**src/rtl/pc_sequencer.sv**
```systemverilog
`default_nettype none
// ============================================================================
// Module  : pc_sequencer
// Purpose : Next-PC controller with {Z,N} status, branch/jump resolution and
//           a memory-indirect jump that stalls fetch until the read returns.
// Revision: 1.0  initial release
// ============================================================================
module pc_sequencer #(
    parameter int               WIDTH    = 32,
    parameter logic [WIDTH-1:0] RESET_PC = '0
) (
    input  logic             clk,
    input  logic             reset,
    input  logic             instr_valid,
    input  logic [2:0]       bnj,
    input  logic             set_stat,
    input  logic             alu_zero,
    input  logic             alu_neg,
    input  logic [WIDTH-1:0] branch_target,
    input  logic [WIDTH-1:0] jump_target,
    input  logic [WIDTH-1:0] reg_target,
    input  logic [WIDTH-1:0] mem_rdata,
    input  logic             mem_rvalid,
    output logic [WIDTH-1:0] pc,
    output logic [1:0]       stat,
    output logic             stall,
    output logic             flush,
    output logic             mem_req,
    output logic [WIDTH-1:0] mem_addr,
    output logic             link_we,
    output logic [WIDTH-1:0] link_data
);

    localparam logic [2:0] C_BNJ_J    = 3'b001;
    localparam logic [2:0] C_BNJ_BEQ  = 3'b010;
    localparam logic [2:0] C_BNJ_BGEZ = 3'b011;
    localparam logic [2:0] C_BNJ_BRN  = 3'b100;
    localparam logic [2:0] C_BNJ_JM   = 3'b101;
    localparam logic [2:0] C_BNJ_BALZ = 3'b110;

    typedef enum logic [0:0] {
        ST_RUN     = 1'b0,
        ST_JM_WAIT = 1'b1
    } state_t;

    state_t           r_state;
    state_t           w_state_next;
    logic [WIDTH-1:0] w_pc_next;
    logic [WIDTH-1:0] w_pc_plus4;
    logic [1:0]       w_stat_next;
    logic             w_stall_next;
    logic             w_flush_next;
    logic             w_mem_req_next;
    logic [WIDTH-1:0] w_mem_addr_next;
    logic             w_link_we_next;
    logic [WIDTH-1:0] w_link_data_next;
    logic             w_accept;

    assign w_pc_plus4 = pc + WIDTH'(4);
    assign w_accept   = (r_state == ST_RUN) && instr_valid && !stall;

    // Branch conditions use the current stat, before this instruction's update.
    always_comb begin
        w_state_next     = r_state;
        w_pc_next        = pc;
        w_stat_next      = stat;
        w_stall_next     = stall;
        w_flush_next     = 1'b0;
        w_mem_req_next   = mem_req;
        w_mem_addr_next  = mem_addr;
        w_link_we_next   = 1'b0;
        w_link_data_next = link_data;
        case (r_state)
            ST_RUN: begin
                if (w_accept) begin
                    if (set_stat) begin
                        w_stat_next = {alu_zero, alu_neg};
                    end
                    w_pc_next = w_pc_plus4;
                    case (bnj)
                        C_BNJ_J: begin
                            w_pc_next    = jump_target;
                            w_flush_next = 1'b1;
                        end
                        C_BNJ_BEQ: if (stat[1]) begin
                            w_pc_next    = branch_target;
                            w_flush_next = 1'b1;
                        end
                        C_BNJ_BGEZ: if (!stat[0]) begin
                            w_pc_next    = branch_target;
                            w_flush_next = 1'b1;
                        end
                        C_BNJ_BRN: if (stat[0]) begin
                            w_pc_next    = reg_target;
                            w_flush_next = 1'b1;
                        end
                        C_BNJ_JM: begin
                            w_pc_next       = pc;
                            w_state_next    = ST_JM_WAIT;
                            w_stall_next    = 1'b1;
                            w_mem_req_next  = 1'b1;
                            w_mem_addr_next = jump_target;
                        end
                        C_BNJ_BALZ: if (stat[1]) begin
                            w_pc_next        = branch_target;
                            w_flush_next     = 1'b1;
                            w_link_we_next   = 1'b1;
                            w_link_data_next = w_pc_plus4;
                        end
                        default: ;
                    endcase
                end
            end
            ST_JM_WAIT: begin
                if (mem_rvalid) begin
                    w_pc_next      = mem_rdata;
                    w_state_next   = ST_RUN;
                    w_stall_next   = 1'b0;
                    w_mem_req_next = 1'b0;
                    w_flush_next   = 1'b1;
                end
            end
            default: w_state_next = ST_RUN;
        endcase
    end

    always_ff @(posedge clk) begin
        if (reset) begin
            r_state   <= ST_RUN;
            pc        <= RESET_PC;
            stat      <= 2'b00;
            stall     <= 1'b0;
            flush     <= 1'b0;
            mem_req   <= 1'b0;
            mem_addr  <= '0;
            link_we   <= 1'b0;
            link_data <= '0;
        end else begin
            r_state   <= w_state_next;
            pc        <= w_pc_next;
            stat      <= w_stat_next;
            stall     <= w_stall_next;
            flush     <= w_flush_next;
            mem_req   <= w_mem_req_next;
            mem_addr  <= w_mem_addr_next;
            link_we   <= w_link_we_next;
            link_data <= w_link_data_next;
        end
    end

endmodule
`default_nettype wire

```
**config.mk**
```make
export PLATFORM = sky130hd
export DESIGN_NAME = pc_sequencer
export DESIGN_NICKNAME = d
export VERILOG_FILES = /design/src/rtl/pc_sequencer.sv
export SDC_FILE = /design/constraint.sdc
export NUM_CORES = 1
export LEC_CHECK = 0
export BUFFER_PORTS_ARGS = -buffer_cell sky130_fd_sc_hd__buf_2
export CAP_MARGIN = 20
export CORE_ASPECT_RATIO = 1.2
export CORE_MARGIN = 2
export CORE_UTILIZATION = 43
export DETAILED_ROUTE_END_ITERATION = 7
export PLACE_DENSITY = 0.78
export SYNTH_ARGS = -nofsm -noshare
export SYNTH_HDL_FRONTEND = slang
export SYNTH_SLANG_ARGS = --single-unit
```
**constraint.sdc**
```tcl
create_clock -name clk -period 1.6 [get_ports clk]
set_input_delay 0.32 -clock clk [delete_from_list [all_inputs] [get_ports clk]]
set_output_delay 0.32 -clock clk [all_outputs]
set_load 0.02 [all_outputs]
```
* Yosys cells after proc, flatten, opt, wreduce, memory -nomap -nowiden
Index checks and enable logic that the tools add are counted.
Word-level totals: register bits after elaboration 102, input bits 138, output and inout port bits 102, logic and storage cells 54
Cells by class: $add $sub $neg 1, eq/ne operators 10, muxes and demuxes 22, bitwise logic cells 3, reductions and logical operators 10
Operator list (number):
- $mux W32 | 5
- $pmux W32 S5 | 1
- $pmux W32 S2 | 1
- $add A32 B3 Y32 const B | 1
- $reduce_and A3 Y1 | 4
- $mux W1 | 11
- $eq A3 B3 Y1 const B | 3
- $eq A3 B2 Y1 const B | 2
- $ne A2 B2 Y1 const B | 3
- $pmux W1 S2 | 3
- $pmux W1 S4 | 1
- $reduce_and A4 Y1 | 1
- $reduce_or A4 Y1 | 1
- $eq A3 B1 Y1 const B | 1
- $not A1 Y1 | 3
- $logic_and A1 B1 Y1 | 2
- $ne A2 B1 Y1 const B | 1
- $reduce_or A2 Y1 | 1
- $logic_not A1 Y1 | 1

* Logic depth before layout (Yosys ltp)
depth after elaboration 5, gate-level depth with buffers 8, gate-level depth less buffers 6

* Least setup slack after synthesis
OpenSTA, ideal clock, no wires.
kind register -> register, start point reg pc[19], end point reg pc[27], setup time 61 ps, data arrival time 1858 ps, data required time 1539 ps, slack -319 ps, stages on the path, launching flop included 7, buffers on the path 1, period minus slack after synthesis 1919 ps, path through dfxtp_1 -> buf_2 -> and4_1 -> nand2_1 -> or4_4 -> a31oi_1 -> o221a_1
Between the ends: word-level cells in the longest chain between the ends 5, elaborated cells on any way between the ends 7, classes of those cells 1 x add/sub; 6 x mux
RTL lines:
- from (decl) | RTL line 24 | output logic [WIDTH-1:0] pc,
- from (signal assigned) | RTL line 140 | pc <= w_pc_next;
- $add A32 B3 Y32 * | RTL line 59 | assign w_pc_plus4 = pc + WIDTH'(4);
- $mux W32, on equally long branches
- $pmux W32 S5 * | RTL line 80 | case (bnj)
- $mux W32 * | RTL line 75 | if (w_accept) begin
- $pmux W32 S2 * | RTL line 73 | case (r_state)
Every way passes the cells marked *; elsewhere a longest branch is shown, timed or not. The select of a mux whose other input is x is not followed. A chain may end at the register's enable or synchronous reset.

* Final worst setup path
start point reg stat[0], end point reg pc[22]
Between the ends: word-level cells in the longest chain between the ends 4, elaborated cells on any way between the ends 5, classes of those cells 5 x mux
RTL lines:
- from (decl) | RTL line 25 | output logic [1:0] stat,
- from (signal assigned) | RTL line 141 | stat <= w_stat_next;
- $mux W32, on equally long branches | RTL line 93, 89
- $pmux W32 S5 * | RTL line 80
- $mux W32 * | RTL line 75
- $pmux W32 S2 * | RTL line 73
Marks and branches as above.

==> impl_metrics.toml <==
[power_and_ir_drop]
p_leak_nw = 4.409
ir_drop_mv = 0.4546
powerDensity_nw_per_um2 = 688.1
finalPower_mw = 6.643

[floorplan]
fp-row-count = 45
ios = 240
die_area_um2 = 13660
core_um2 = 12560
fp.dieW_um = 107.0
die_h_um = 127.7
start_util = 0.4364

[worst_setup_path]
path_cells = "buf_6 -> buf_4 -> a21o_1 -> a22oi_2 -> buf_12 -> a31oi_1 -> a32oi_1 -> o211ai_1"
path_delay_family = "compound AO/OA/AOI/OAI gates"
cp.arrival_ns = 2.13
worst_setup_path_end_kind = "flip-flop"
max_stage_delay_ns = 0.35
critical_path.max_fanout = 9
slowest_stage = "dfxtp_4"
startpoint_type = "flip-flop"
path_buf_inv = 3
required_ns = 1.82
criticalPathCategory = "reg -> reg"

[clock_tree]
cts-root-buf = "clkbuf_16"
clock-sinks = 102
clockBufferDepth = 2
cts_tree = "built"
cts_max_level = 3
clkTransAtPathRegs_ns = 0.07
clk_latency_ns = 0.36
hold_buffers = 0
cts_buffers = 9

[finish]
synthToLayoutAreaGrowth_pct = 76.20
diodes = 0
utilization = 0.7689
fin_cells = 1224
drive_gt1_frac = 0.5821
nets = 1195

[synthesis]
syn_inst = 693
syn_nets = 833
synth_warnings = 0
synth_ff_type = "dfxtp_1"
ys_seq_elements = 102
synth.distinct_cells = 61
synth_edf_count = 0
synth_seq_area_share = 0.3727
synth_area_um2 = 5479
post-synth-top-area-cell = "dfxtp_1"
async_reset_ff_frac = 0
synth.avg_cell_area_um2 = 7.906
synth.area.top_cells = "dfxtp_1, nand2_1, a21oi_1"
netlist.area_leader.share = 0.3727

[placement]
place.port_buffers = 239
dp_hpwl_um = 17200
place_congestion = 0.9888
dp_slack_ns = -0.3700
dp.cells = 1168

[sta]
fmax_ghz = 0.5242
postLayoutSetupSlackWorst_ns = -0.3078
finalSetupViolations = 56
post-route-period-util = 1.192
fin_crit_ns = 1.908
rsz0062_at_grt = "true"
hold_viol = 0
tns_ns = -3.935
skew_ns = 0.008545
worst_pin_slew_ns = 0.4529
slew_violations = 0
relSlewSlack = 0.6981

[global_routing]
track_usage = 0.3398
grt_pass1_vias = 6777
grt_overflow = 0
grt_max_degree = 33
antenna_found_initial = 0
grt_pass1_wl_um = 36110

[drt]
wl_per_cell_um = 22.43
drtPass1Iterations = 6
drc = 0
wl_um = 27450
antenna_left = 0
via_per_inst = 6.243
drtIter0Drc = 764
vias = 7642

[run]
drv_cap = 0

[status]
outcome = "complete, but fails checks"
violations = "setup timing"

[worst_hold_path]
hold_path.class = "in -> reg"
==> report_power, final <==
group	switching (mW)	internal, mW	total (mW)	leakage, nW
registers	0.0827	2.62	2.70	0.842
logic	0.918	0.752	1.67	3.43
clock network	1.07	1.21	2.27	0.141
==> cell usage after synthesis (6+ instances only) <==
master / number
a211oi_1: 19
a21oi_1: 71
a221o_1: 15
a221oi_1: 19
a31oi_1: 10
and2_1: 10
and4_1: 9
buf_2: 22
buf_4: 7
clkbuf_1: 34
dfxtp_1: 102
inv_1: 6
nand2_1: 119
nand3_1: 21
nand4_1: 14
nor2_1: 39
nor3_1: 18
nor4_1: 8
o21ai_0: 38
xnor2_1: 13
xor2_1: 9
==> stage by stage <==
| stage | hold WS [ns] | instance area, um2 |
|---|---|---|
| 6_report | 0.2087 | 9654 |
| 5_1_grt | 0.2110 | 9654 |
| 4_1_cts | 0.2055 | 8593 |
| 3_5_place_dp | 0.4440 | 7844 |
| 3_3_place_gp | 0.4391 | 7844 |
| 2_1_floorplan | 0.4418 | 5668 |
==> state kept, by name, indices dropped and copies added (netlist names) <==
name,flops
link_data,32
mem_addr,32
pc,32
stat,2
flush,1
link_we,1
mem_req,1
r_state,1
==> cell usage in the layout, fill, tap and decap left out, types with 12 or more instances in the layout <==
cell | netlist | layout
a21oi_1 | 71 | 42
a221o_1 | 15 | 15
dfxtp_2 | 0 | 14
nand2_4 | 0 | 21
buf_4 | 7 | 122
nand4_1 | 14 | 14
clkbuf_16 | 0 | 15
buf_6 | 0 | 36
nor2_1 | 39 | 28
nand2_1 | 119 | 95
dfxtp_4 | 0 | 12
o21ai_0 | 38 | 21
buf_2 | 22 | 239
dfxtp_1 | 102 | 76
nand3_1 | 21 | 15
a21oi_2 | 0 | 29
==> routing by layer <==
metal  up-vias  track usage  wire length (um)
li1       3302            -                 -
met1      3565       0.4286              9560
met2       619       0.5666             12920
met3       156      0.06151              3101
met4         0       0.1474              1868
met5         -            0                 0
==> cell families (layout without fill, tap and decap cells) <==
kind of cell	count (synthesis)	in the layout	synth area share
compound gates	229	229	0.2850
xor+xnor	22	22	0.03517
fa+ha+maj	2	2	0.004567
buf+inv	70	437	0.05778
flops	102	102	0.3727
simple gates	268	268	0.2448
==> final timing paths <==
kind	start	to	slack [ns]	cells after the start
worst max-delay path	stat[0]	pc[22]	-0.31	8
worst min-delay path	alu_neg	stat[0]	0.21	3
worst max register to register	stat[0]	pc[22]	-0.31	8
worst min register to register	mem_addr[19]	mem_addr[19]	0.46	2
==> layout make-up <==
cell class | instances | area (um2)
multi-input cells | 521 | 4115
repair buffers | 415 | 2918
fillers | 798 | 2902
flip-flops and latches | 102 | 2105
clock buffers | 9 | 225.2
well taps | 164 | 205.2
clock inverters | 7 | 63.81
inverters | 6 | 22.52
==> repair_timing <==
item                                    4_1_cts  5_1_grt
endpoints found under the setup margin       55       96
pin swaps                                    34       71
cloned                                        2        7
resized for setup                            67      180
buffers inserted                             14       18
==> worst register-to-register path, stage by stage, from the launching register on <==
cell and delay, ns:
dfxtp_4 0.35, buf_6 0.12, buf_4 0.13, a21o_1 0.18
a22oi_2 0.19, buf_12 0.17, a31oi_1 0.15, a32oi_1 0.33
o211ai_1 0.16
Power figures use the tool's default switching activity.
